**config.mk**
```make
export PLATFORM = sky130hd
export DESIGN_NAME = out_commutator_ctrl
export DESIGN_NICKNAME = d
export VERILOG_FILES = /design/src/rtl/out_commutator_ctrl_pkg.sv /design/src/rtl/out_commutator_ctrl_blk_counter.sv /design/src/rtl/out_commutator_ctrl.sv
export SDC_FILE = /design/constraint.sdc
export NUM_CORES = 1
export LEC_CHECK = 0
export BUFFER_PORTS_ARGS = -buffer_cell sky130_fd_sc_hd__buf_2
export CORE_AREA = 8 8 73 75
export CTS_CLUSTER_SIZE = 16
export DETAILED_ROUTE_END_ITERATION = 16
export DIE_AREA = 0 0 81 83
export PLACE_DENSITY = 0.66
export SYNTH_ARGS = -nofsm -noshare
export SYNTH_HDL_FRONTEND = slang
export SYNTH_HIERARCHICAL = 1
export SYNTH_SLANG_ARGS = --single-unit
```
**constraint.sdc**
```tcl
create_clock -name clk -period 2.7 [get_ports clk]
set_input_delay 0.54 -clock clk [delete_from_list [all_inputs] [get_ports clk]]
set_output_delay 0.54 -clock clk [all_outputs]
set_load 0.01 [all_outputs]
```
**src/rtl/out_commutator_ctrl_pkg.sv**
```systemverilog
`default_nettype none
// +----------------------------------------------------------------------+
// | out_commutator_ctrl_pkg                                              |
// | Shared block size, lane data width and controller state encoding.    |
// | Rev 1.0                                                              |
// +----------------------------------------------------------------------+
package out_commutator_ctrl_pkg;

  localparam int LEN_DEFAULT = 64;
  localparam int CW_DEFAULT  = 6;
  localparam int NB          = 16;

  typedef enum logic [1:0] {
    ST_IDLE  = 2'd0,
    ST_WR    = 2'd1,
    ST_WR_RD = 2'd2,
    ST_RD    = 2'd3
  } state_e;

endpackage
`default_nettype wire

```
**src/rtl/out_commutator_ctrl_blk_counter.sv**
```systemverilog
`default_nettype none
// +----------------------------------------------------------------------+
// | blk_counter                                                          |
// | Block sample counter with load-to-zero, enable and terminal count.   |
// | Rev 1.0                                                              |
// +----------------------------------------------------------------------+
module blk_counter #(
  parameter int CW  = 6,
  parameter int LEN = 64
) (
  input  logic          clk,
  input  logic          reset_n,
  input  logic          load_i,
  input  logic          en_i,
  output logic [CW-1:0] cnt_o,
  output logic          tc_o
);

  logic [CW-1:0] cnt_q;
  logic [CW-1:0] cnt_d;

  // Load and enable together yield 1: the loading cycle itself counts as a sample.
  always_comb begin
    cnt_d = load_i ? '0 : cnt_q;
    if (en_i) cnt_d = cnt_d + CW'(1);
  end

  always_ff @(posedge clk or negedge reset_n) begin
    if (!reset_n) cnt_q <= '0;
    else          cnt_q <= cnt_d;
  end

  assign cnt_o = cnt_q;
  assign tc_o  = (cnt_q == CW'(LEN - 1));

endmodule
`default_nettype wire

```
**src/rtl/out_commutator_ctrl.sv**
```systemverilog
`default_nettype none
// +----------------------------------------------------------------------+
// | out_commutator_ctrl                                                  |
// | Sequences write/read windows of the four FFT output remap lanes.     |
// | Rev 1.0                                                              |
// +----------------------------------------------------------------------+
module out_commutator_ctrl
  import out_commutator_ctrl_pkg::*;
#(
  parameter int LEN = LEN_DEFAULT,
  parameter int CW  = CW_DEFAULT
) (
  input  logic        clk,
  input  logic        reset_n,
  input  logic        in_valid,
  input  logic        in_sop,
  output logic        remap_start,
  output logic        out_valid,
  output logic        out_sop,
  output logic        out_eop,
  output logic        busy,
  output logic [15:0] frame_cnt,
  output logic        err_gap,
  output logic        err_sop
);

  state_e        state_q;
  logic [CW-1:0] wr_cnt;
  logic [CW-1:0] rd_cnt;
  logic          wr_tc, rd_tc;
  logic          sop_acc, writing, reading, gap, wr_done, rd_done;
  logic          wr_load, wr_en, rd_load, rd_en;
  logic          out_valid_q, out_sop_q, out_eop_q, err_gap_q, err_sop_q;
  logic [15:0]   frame_cnt_q;

  // wr_cnt holds the index of the sample presented this cycle while writing.
  always_comb begin
    sop_acc = in_valid & in_sop;
    writing = (state_q == ST_WR) || (state_q == ST_WR_RD);
    reading = (state_q == ST_RD) || (state_q == ST_WR_RD);
    gap     = writing & ~in_valid & (wr_cnt != '0);
    wr_done = writing & in_valid & ~in_sop & wr_tc;
    rd_done = reading & rd_tc;
    wr_load = sop_acc | gap;
    wr_en   = sop_acc | (writing & in_valid);
    rd_load = wr_done;
    rd_en   = reading & ~wr_done;
  end

  blk_counter #(.CW(CW), .LEN(LEN)) u_wr_cnt (
    .clk     (clk),
    .reset_n (reset_n),
    .load_i  (wr_load),
    .en_i    (wr_en),
    .cnt_o   (wr_cnt),
    .tc_o    (wr_tc)
  );

  blk_counter #(.CW(CW), .LEN(LEN)) u_rd_cnt (
    .clk     (clk),
    .reset_n (reset_n),
    .load_i  (rd_load),
    .en_i    (rd_en),
    .cnt_o   (rd_cnt),
    .tc_o    (rd_tc)
  );

  always_ff @(posedge clk or negedge reset_n) begin
    if (!reset_n) begin
      state_q     <= ST_IDLE;
      out_valid_q <= 1'b0;
      out_sop_q   <= 1'b0;
      out_eop_q   <= 1'b0;
      err_gap_q   <= 1'b0;
      err_sop_q   <= 1'b0;
      frame_cnt_q <= '0;
    end else begin
      case (state_q)
        ST_IDLE: if (sop_acc) state_q <= ST_WR;
        ST_WR: begin
          if (sop_acc)      state_q <= ST_WR;
          else if (gap)     state_q <= ST_IDLE;
          else if (wr_done) state_q <= ST_RD;
        end
        ST_RD: begin
          if (sop_acc)    state_q <= rd_tc ? ST_WR : ST_WR_RD;
          else if (rd_tc) state_q <= ST_IDLE;
        end
        ST_WR_RD: begin
          // A block written here began after the read started, so it cannot finish first.
          if (sop_acc)      state_q <= rd_tc ? ST_WR : ST_WR_RD;
          else if (gap)     state_q <= rd_tc ? ST_IDLE : ST_RD;
          else if (wr_done) state_q <= ST_RD;
          else if (rd_tc)   state_q <= ST_WR;
        end
        default: state_q <= ST_IDLE;
      endcase
      out_valid_q <= reading;
      out_sop_q   <= reading && (rd_cnt == '0);
      out_eop_q   <= rd_done;
      err_gap_q   <= gap;
      err_sop_q   <= writing & sop_acc;
      if (rd_done) frame_cnt_q <= frame_cnt_q + 16'd1;
    end
  end

  assign remap_start = reset_n & sop_acc;
  assign out_valid   = out_valid_q;
  assign out_sop     = out_sop_q;
  assign out_eop     = out_eop_q;
  assign err_gap     = err_gap_q;
  assign err_sop     = err_sop_q;
  assign frame_cnt   = frame_cnt_q;
  assign busy        = (state_q != ST_IDLE);

endmodule
`default_nettype wire

```
==> results of run 1 <==
## critical path, cell delays in order (launching register included)
cell	delay [ns]
sky130_fd_sc_hd__dfrtp_1	0.42
sky130_fd_sc_hd__or4_4	0.56
sky130_fd_sc_hd__o211a_1	0.26
sky130_fd_sc_hd__nand2b_1	0.25
sky130_fd_sc_hd__nor2b_1	0.23
sky130_fd_sc_hd__ha_1	0.22
sky130_fd_sc_hd__nand4_1	0.11
sky130_fd_sc_hd__xor2_1	0.15
sky130_fd_sc_hd__nor2_1	0.05
## layer usage
metal  vias to the layer above  share of wire [%]
li1                        654                  -
met3                         2                8.2
met5                         -                  0
met1                       633                 46
met2                        31                 45
met4                         0               0.85
## Yosys cell counts, types with 2 or more instances
cell	number	area [um2]
sky130_fd_sc_hd__nand2b_1	3	18.8
sky130_fd_sc_hd__o211ai_1	3	22.5
sky130_fd_sc_hd__ha_1	8	100
sky130_fd_sc_hd__o211ai_2	2	25.0
sky130_fd_sc_hd__nand4_1	10	62.6
sky130_fd_sc_hd__and4_1	2	17.5
sky130_fd_sc_hd__o21ai_0	3	15.0
sky130_fd_sc_hd__nand3_1	5	25.0
sky130_fd_sc_hd__mux2_2	3	33.8
sky130_fd_sc_hd__xnor2_1	12	105
sky130_fd_sc_hd__xor2_1	11	96.3
sky130_fd_sc_hd__and3_1	3	18.8
sky130_fd_sc_hd__mux2_1	2	22.5
sky130_fd_sc_hd__inv_1	7	26.3
sky130_fd_sc_hd__nand2_1	12	45.0
sky130_fd_sc_hd__dfrtp_1	35	876
sky130_fd_sc_hd__nor2_1	15	56.3
sky130_fd_sc_hd__or3_1	2	12.5
sky130_fd_sc_hd__nor2b_1	7	43.8
sky130_fd_sc_hd__a21oi_1	4	20.0
## power by group through the flow
stage               Sequential, mW  Combinational (mW)  Clock, mW
detailed placement           0.712               0.576          0
floorplan                    0.701               0.428          0
CTS                          0.702               0.578      0.394
global placement             0.708               0.568          0
finish                       0.703               0.568      0.375
global route                 0.720               0.653      0.418
## cells by family after synthesis
kind of cell / share of synthesized area (%)
AOI/OAI and AO/OA: 8.00
xor gates and xnor gates: 11.2
adders and majority gates: 5.56
buffers and inverters: 1.74
DFF: 48.7
muxes: 3.13
and+or+nand+nor: 21.7
## cell type report
| cell class | count | share of cell area, % |
|---|---|---|
| multi-input combinational | 123 | 42.5 |
| sequential | 35 | 41.7 |
| timing repair buffer | 29 | 7.27 |
| clock buffer | 6 | 3.93 |
| tap | 52 | 3.10 |
| inverter | 7 | 1.25 |
| clock inverter | 1 | 0.238 |
## flip-flops by register name (all words and copies together) (netlist names)
register        flops
u_rd_cnt/cnt_o      6
out_valid           1
frame_cnt          16
out_eop             1
err_gap             1
err_sop             1
state_q             2
u_wr_cnt/cnt_o      6
out_sop             1
## through the flow
stage	cell area, um2	utilization, %	setup slack, ns	hold WS (ns)
finish	2100	49.9	0.334	0.332
global route	2100	49.9	0.197	0.367
CTS	2100	49.9	0.333	0.356
detailed placement	2010	47.9	0.351	0.464
global placement	2010	47.9	0.418	0.458
floorplan	1800	-	0.513	0.244
## final timing paths
| kind | from | endpoint |
|---|---|---|
| worst max-delay path | u_wr_cnt/cnt_o[1] | u_wr_cnt/cnt_o[4] |
| worst min-delay path | reset_n | frame_cnt[5] |
| worst max register to register | u_wr_cnt/cnt_o[1] | u_wr_cnt/cnt_o[4] |
| worst min register to register | frame_cnt[15] | frame_cnt[15] |
| max in group asynchronous | reset_n | u_wr_cnt/cnt_o[1] |
| min in group clk | frame_cnt[15] | frame_cnt[15] |
==> run summary, run 1 <==
### Route
* **DRC violations left** 0
* **via count normalized by instance count** 5.22
* **WL per Instance** 13.5 um
* **detailed-router iteration count before antenna repair** 4
* **total wirelength of the detailed-routed design** 3400 um
* **Iter 0 DRT Violations** 34
* **via count of the routed design** 1320
* **remaining antenna violation count** 0

### Power
* **total internal power** 1.08 mW
* **areal power density over the cells** 784 mW/mm2
* **relative contribution of the clock network to total power** 22.8%
* **Net Sw Power** 0.565 mW
* **power consumption** 1.65 mW
* **net switching fraction of the power** 34.3%
* **highest ir drop seen on vdd** 0.000328 V
* **proportion of power drawn by flip-flops and latches** 42.7%
* **LEAKAGE** 1.06 nW
* **Gate power share** 34.5%

### Yosys
* **portion of the post-synthesis area used by sequential elements** 48.7%
* **count of flip-flops with a built-in enable after synthesis** 0
* **net count of the mapped netlist** 178
* **most used flip-flop cell after synthesis** sky130_fd_sc_hd__dfrtp_1
* **post-synthesis average cell area** 10.8 um2
* **Synth Register Bits** 35
* **synthesized cell area** 0.00180 mm2
* **post-synthesis async set-or-reset flop share** 100%
* **Yosys warning count** 6
* **Distinct cells, synth** 37
* **count of mapped cells out of synthesis** 166

### Placed design
* **Cells after DPL** 246
* **DPL Wire Length** 2600 um
* **number of input and output port buffers inserted** 26
* **final RePlAce weighted congestion** 0.806

### Cells and area
* **sequential standard cell area** 876 um2
* **final-layout fill cell count** 404
* **share of post-route cells with drive strength above 1** 22.9%
* **Area Overhead vs Synth** 16.7%
* **most frequent cells in the layout** sky130_fd_sc_hd__dfrtp_1, sky130_fd_sc_hd__buf_2, sky130_fd_sc_hd__nor2_1
* **commonest non-fill, non-tap cell in the layout** sky130_fd_sc_hd__dfrtp_1
* **antenna diode count** 0
* **Final #Nets** 213
* **multi-input combinational cell area** 892 um2
* **number of standard cells in the final layout excluding fillers** 253

### Clock network
* **post-cts resize count** 0
* **worst-skew pair later-pin latency** 0.28 ns
* **number of buffers on the longest clock path** 2
* **quantity of hold-fixing buffers added after cts** 0
* **number of sinks handled by clock tree synthesis** 35
* **CTS tree** built
* **root buffer selected by CTS** sky130_fd_sc_hd__clkbuf_8
* **number of levels in the clock H-tree** 2
* **register clock-pin slew on the reported worst setup and hold paths** 0.07 ns
* **Post-CTS Setup Bufs** 0
* **total CTS buffers** 5

### Floorplan
* **Die Ht** 83 um
* **area of the die** 0.00672 mm2
* **starting utilization of the core area** 42.8%
* **horizontal extent of the die** 81 um
* **Boundary Pins** 27
* **area of the core** 0.00420 mm2
* **number of standard-cell rows in the floorplan** 24

### Setup path
* **maximum fanout count along the critical path** 6
* **arrival time at the worst endpoint** 2.53 ns
* **worst r2r path cells** 8
* **Register-to-Register Setup Slack** 0.33 ns
* **type of destination of the critical path** flop
* **kind of critical path** reg -> reg
* **required time worst endpoint** 2.86 ns
* **CP startpoint kind** flop

### Global route
* **number of global-route vias before repair** 1355
* **maximum number of pins on one net before global-route repair** 36
* **global routing's busiest layer** met2
* **antenna violations before repair** 0
* **GRT overflow** 0
* **met1 usage** 14.2%
* **first-pass GRT wire length** 6090 um
* **GRT met2 Usage** 17.2%
* **total routing usage reported by global routing** 11.1%
* **GR met3 Demand/Resource** 3.66%

### Timing
* **Clock Skews** 0.00278 ns
* **relative slew slack** 69.0%
* **final-layout setup total negative slack** 0 ns
* **clock period minus final worst setup slack** 2.37 ns
* **setup repair after global routing missed its margin** no
* **count of final hold-check violations** 0
* **pin slew with the least headroom to its limit** 0.463 ns
* **setup-violating endpoint count in the final report** 0
* **fmax** 423 MHz
* **final worst-path cycle share** 87.6%
* **Final Slew Violations** 0

### Flow run
* **max-cap violations** 0

### Outcome
* **outcome** finished clean

### Worst hold path
* **Min-Delay Path Class** in -> async

(Power assumes the default switching activity.)
==> run 2, diff against run 1 <==
CORE_AREA = 8 8 102 76   (was 8 8 73 75)
DIE_AREA = 0 0 110 84   (was 0 0 81 83)
PLACE_DENSITY = 0.5   (was 0.66)
==> run summary, run 2 (same netlist as run 1, synthesis figures left out) <==
### Placed design
* **number of input and output port buffers inserted** 26, unchanged
* **worst setup slack before clock tree synthesis** 0.336 ns, was 0.351 ns
* **placed inst area** 0.00204 mm2, was 0.00201 mm2
* **final RePlAce weighted congestion** 0.745, was 0.806
* **DPL Wire Length** 2730 um, was 2600 um

### Route
* **via count of the routed design** 1279, was 1320
* **DRC violations left** 0, unchanged
* **via count normalized by instance count** 4.58, was 5.22
* **remaining antenna violation count** 0, unchanged
* **detailed-router iteration count before antenna repair** 4, unchanged
* **total wirelength of the detailed-routed design** 3600 um, was 3400 um
* **Iter 0 DRT Violations** 33, was 34
* **WL per Instance** 12.9 um, was 13.5 um

### Timing
* **Final Slew Violations** 0, unchanged
* **count of final hold-check violations** 0, unchanged
* **fmax** 419 MHz, was 423 MHz
* **Clock Skews** 0.00804 ns, was 0.00278 ns
* **worst setup margin** 0.316 ns, was 0.334 ns
* **final worst-path cycle share** 88.3%, was 87.6%
* **setup-violating endpoint count in the final report** 0, unchanged
* **clock period minus final worst setup slack** 2.38 ns, was 2.37 ns
* **relative slew slack** 65.8%, was 69.0%
* **setup repair after global routing missed its margin** no, unchanged
* **pin slew with the least headroom to its limit** 0.511 ns, was 0.463 ns
* **final-layout setup total negative slack** 0 ns, unchanged

### Floorplan
* **number of standard-cell rows in the floorplan** 24, unchanged
* **Die Ht** 84 um, was 83 um
* **horizontal extent of the die** 110 um, was 81 um
* **area of the die** 0.00924 mm2, was 0.00672 mm2
* **starting utilization of the core area** 29.5%, was 42.8%
* **Boundary Pins** 27, unchanged
* **area of the core** 0.00610 mm2, was 0.00420 mm2

### Clock network
* **worst-skew pair later-pin latency** 0.28 ns, about the same
* **number of levels in the clock H-tree** 2, unchanged
* **root buffer selected by CTS** sky130_fd_sc_hd__clkbuf_8, unchanged
* **post-cts resize count** 0, unchanged
* **total CTS buffers** 5, unchanged
* **quantity of hold-fixing buffers added after cts** 0, unchanged
* **number of buffers on the longest clock path** 2, unchanged
* **Post-CTS Setup Bufs** 0, unchanged
* **register clock-pin slew on the reported worst setup and hold paths** 0.08 ns, was 0.07 ns
* **number of sinks handled by clock tree synthesis** 35, unchanged
* **CTS tree** built, unchanged

### Worst hold path
* **Min-Delay Path Class** in -> async, unchanged

### Global route
* **first-pass GRT wire length** 6340 um, was 6090 um
* **GRT overflow** 0, unchanged
* **total routing usage reported by global routing** 8.58%, was 11.1%
* **number of global-route vias before repair** 1286, was 1355
* **maximum number of pins on one net before global-route repair** 36, unchanged
* **antenna violations before repair** 0, unchanged

### Power
* **power consumption** 1.73 mW, was 1.65 mW
* **highest ir drop seen on vdd** 0.000258 V, was 0.000328 V
* **LEAKAGE** 1.07 nW, was 1.06 nW
* **areal power density over the cells** 805 mW/mm2, was 784 mW/mm2

### Flow run
* **max-cap violations** 0, unchanged

### Outcome
* **outcome** finished clean, unchanged

### Setup path
* **kind of critical path** reg -> reg, unchanged
* **arrival time at the worst endpoint** 2.54 ns, was 2.53 ns
* **worst r2r path cells** 8, unchanged
* **required time worst endpoint** 2.86 ns, about the same
* **startpoint of the lowest-slack register-to-register path** u_wr_cnt/cnt_o[1], unchanged
* **destination of the worst register-to-register timing path** u_wr_cnt/cnt_o[4], unchanged
* **Register-to-Register Setup Slack** 0.32 ns, was 0.33 ns
* **maximum fanout count along the critical path** 6, unchanged
* **type of destination of the critical path** flop, unchanged
* **CP startpoint kind** flop, unchanged

### Cells and area
* **max reg flops** 16, unchanged
* **final instance area** 0.00215 mm2, was 0.00210 mm2
* **Final #Nets** 212, was 213
* **final-layout fill cell count** 629, was 404
* **most frequent cells in the layout** sky130_fd_sc_hd__dfrtp_1, sky130_fd_sc_hd__buf_2, sky130_fd_sc_hd__nor2_1, unchanged
* **utilization after layout** 35.3%, was 49.9%
* **share of post-route cells with drive strength above 1** 22.9%, unchanged
* **commonest non-fill, non-tap cell in the layout** sky130_fd_sc_hd__dfrtp_1, unchanged
* **antenna diode count** 0, unchanged
* **Area Overhead vs Synth** 19.5%, was 16.7%

run 2: worst max-delay path: stages (launching register included):
cell and delay [ns]:
sky130_fd_sc_hd__dfrtp_1 0.42, sky130_fd_sc_hd__or4_4 0.57, sky130_fd_sc_hd__o211a_1 0.27, sky130_fd_sc_hd__nand2b_1 0.26
sky130_fd_sc_hd__nor2b_1 0.24, sky130_fd_sc_hd__ha_1 0.21, sky130_fd_sc_hd__nand4_1 0.10, sky130_fd_sc_hd__xor2_1 0.15
sky130_fd_sc_hd__nor2_1 0.05
run 2: through the flow:
step | std cells | hold WS, ns
detailed placement | 271 | 0.465
floorplan | 166 | 0.244
CTS | 279 | 0.332
global route | 279 | 0.349
global placement | 271 | 0.454
finish | 279 | 0.311
run 2: worst max-delay path by stage:
| stage | cells after the start | end | slack, ns | from |
|---|---|---|---|---|
| floorplan | 6 | u_wr_cnt/cnt_o[1] | 0.51 | u_wr_cnt/cnt_o[1] |
| global placement | 8 | u_wr_cnt/cnt_o[4] | 0.40 | u_wr_cnt/cnt_o[1] |
| detailed placement | 8 | u_wr_cnt/cnt_o[4] | 0.34 | u_wr_cnt/cnt_o[1] |
| CTS | 8 | u_wr_cnt/cnt_o[4] | 0.32 | u_wr_cnt/cnt_o[1] |
| global route | 8 | u_wr_cnt/cnt_o[4] | 0.12 | u_wr_cnt/cnt_o[1] |
| finish | 8 | u_wr_cnt/cnt_o[4] | 0.32 | u_wr_cnt/cnt_o[1] |
run 2: layout make-up:
class                   instances  area, um2  share of cell area (%)
clock inverters                 3       43.8                    2.04
inverters                       7       26.3                    1.22
clock buffers                   5       68.8                    3.20
repair buffers                 28        145                    6.75
flip-flops and latches         35        876                    40.7
multi-input cells             123        892                    41.5
well taps                      78       97.6                    4.54
run 2: per-layer routing:
metal	share of wire [%]	global-route usage (%)	vias up
li1	-	-	654
met1	52	11.7	605
met2	42	12.3	18
met3	5.7	3.16	2
met4	0.42	2.20	0
met5	0	0	-
run 2: where the power goes:
group          internal (mW)  switching, mW  total, mW  leakage [nW]
registers              0.619         0.0819      0.701         0.470
clock network          0.275          0.192      0.466        0.0581
logic                  0.252          0.311      0.563         0.539
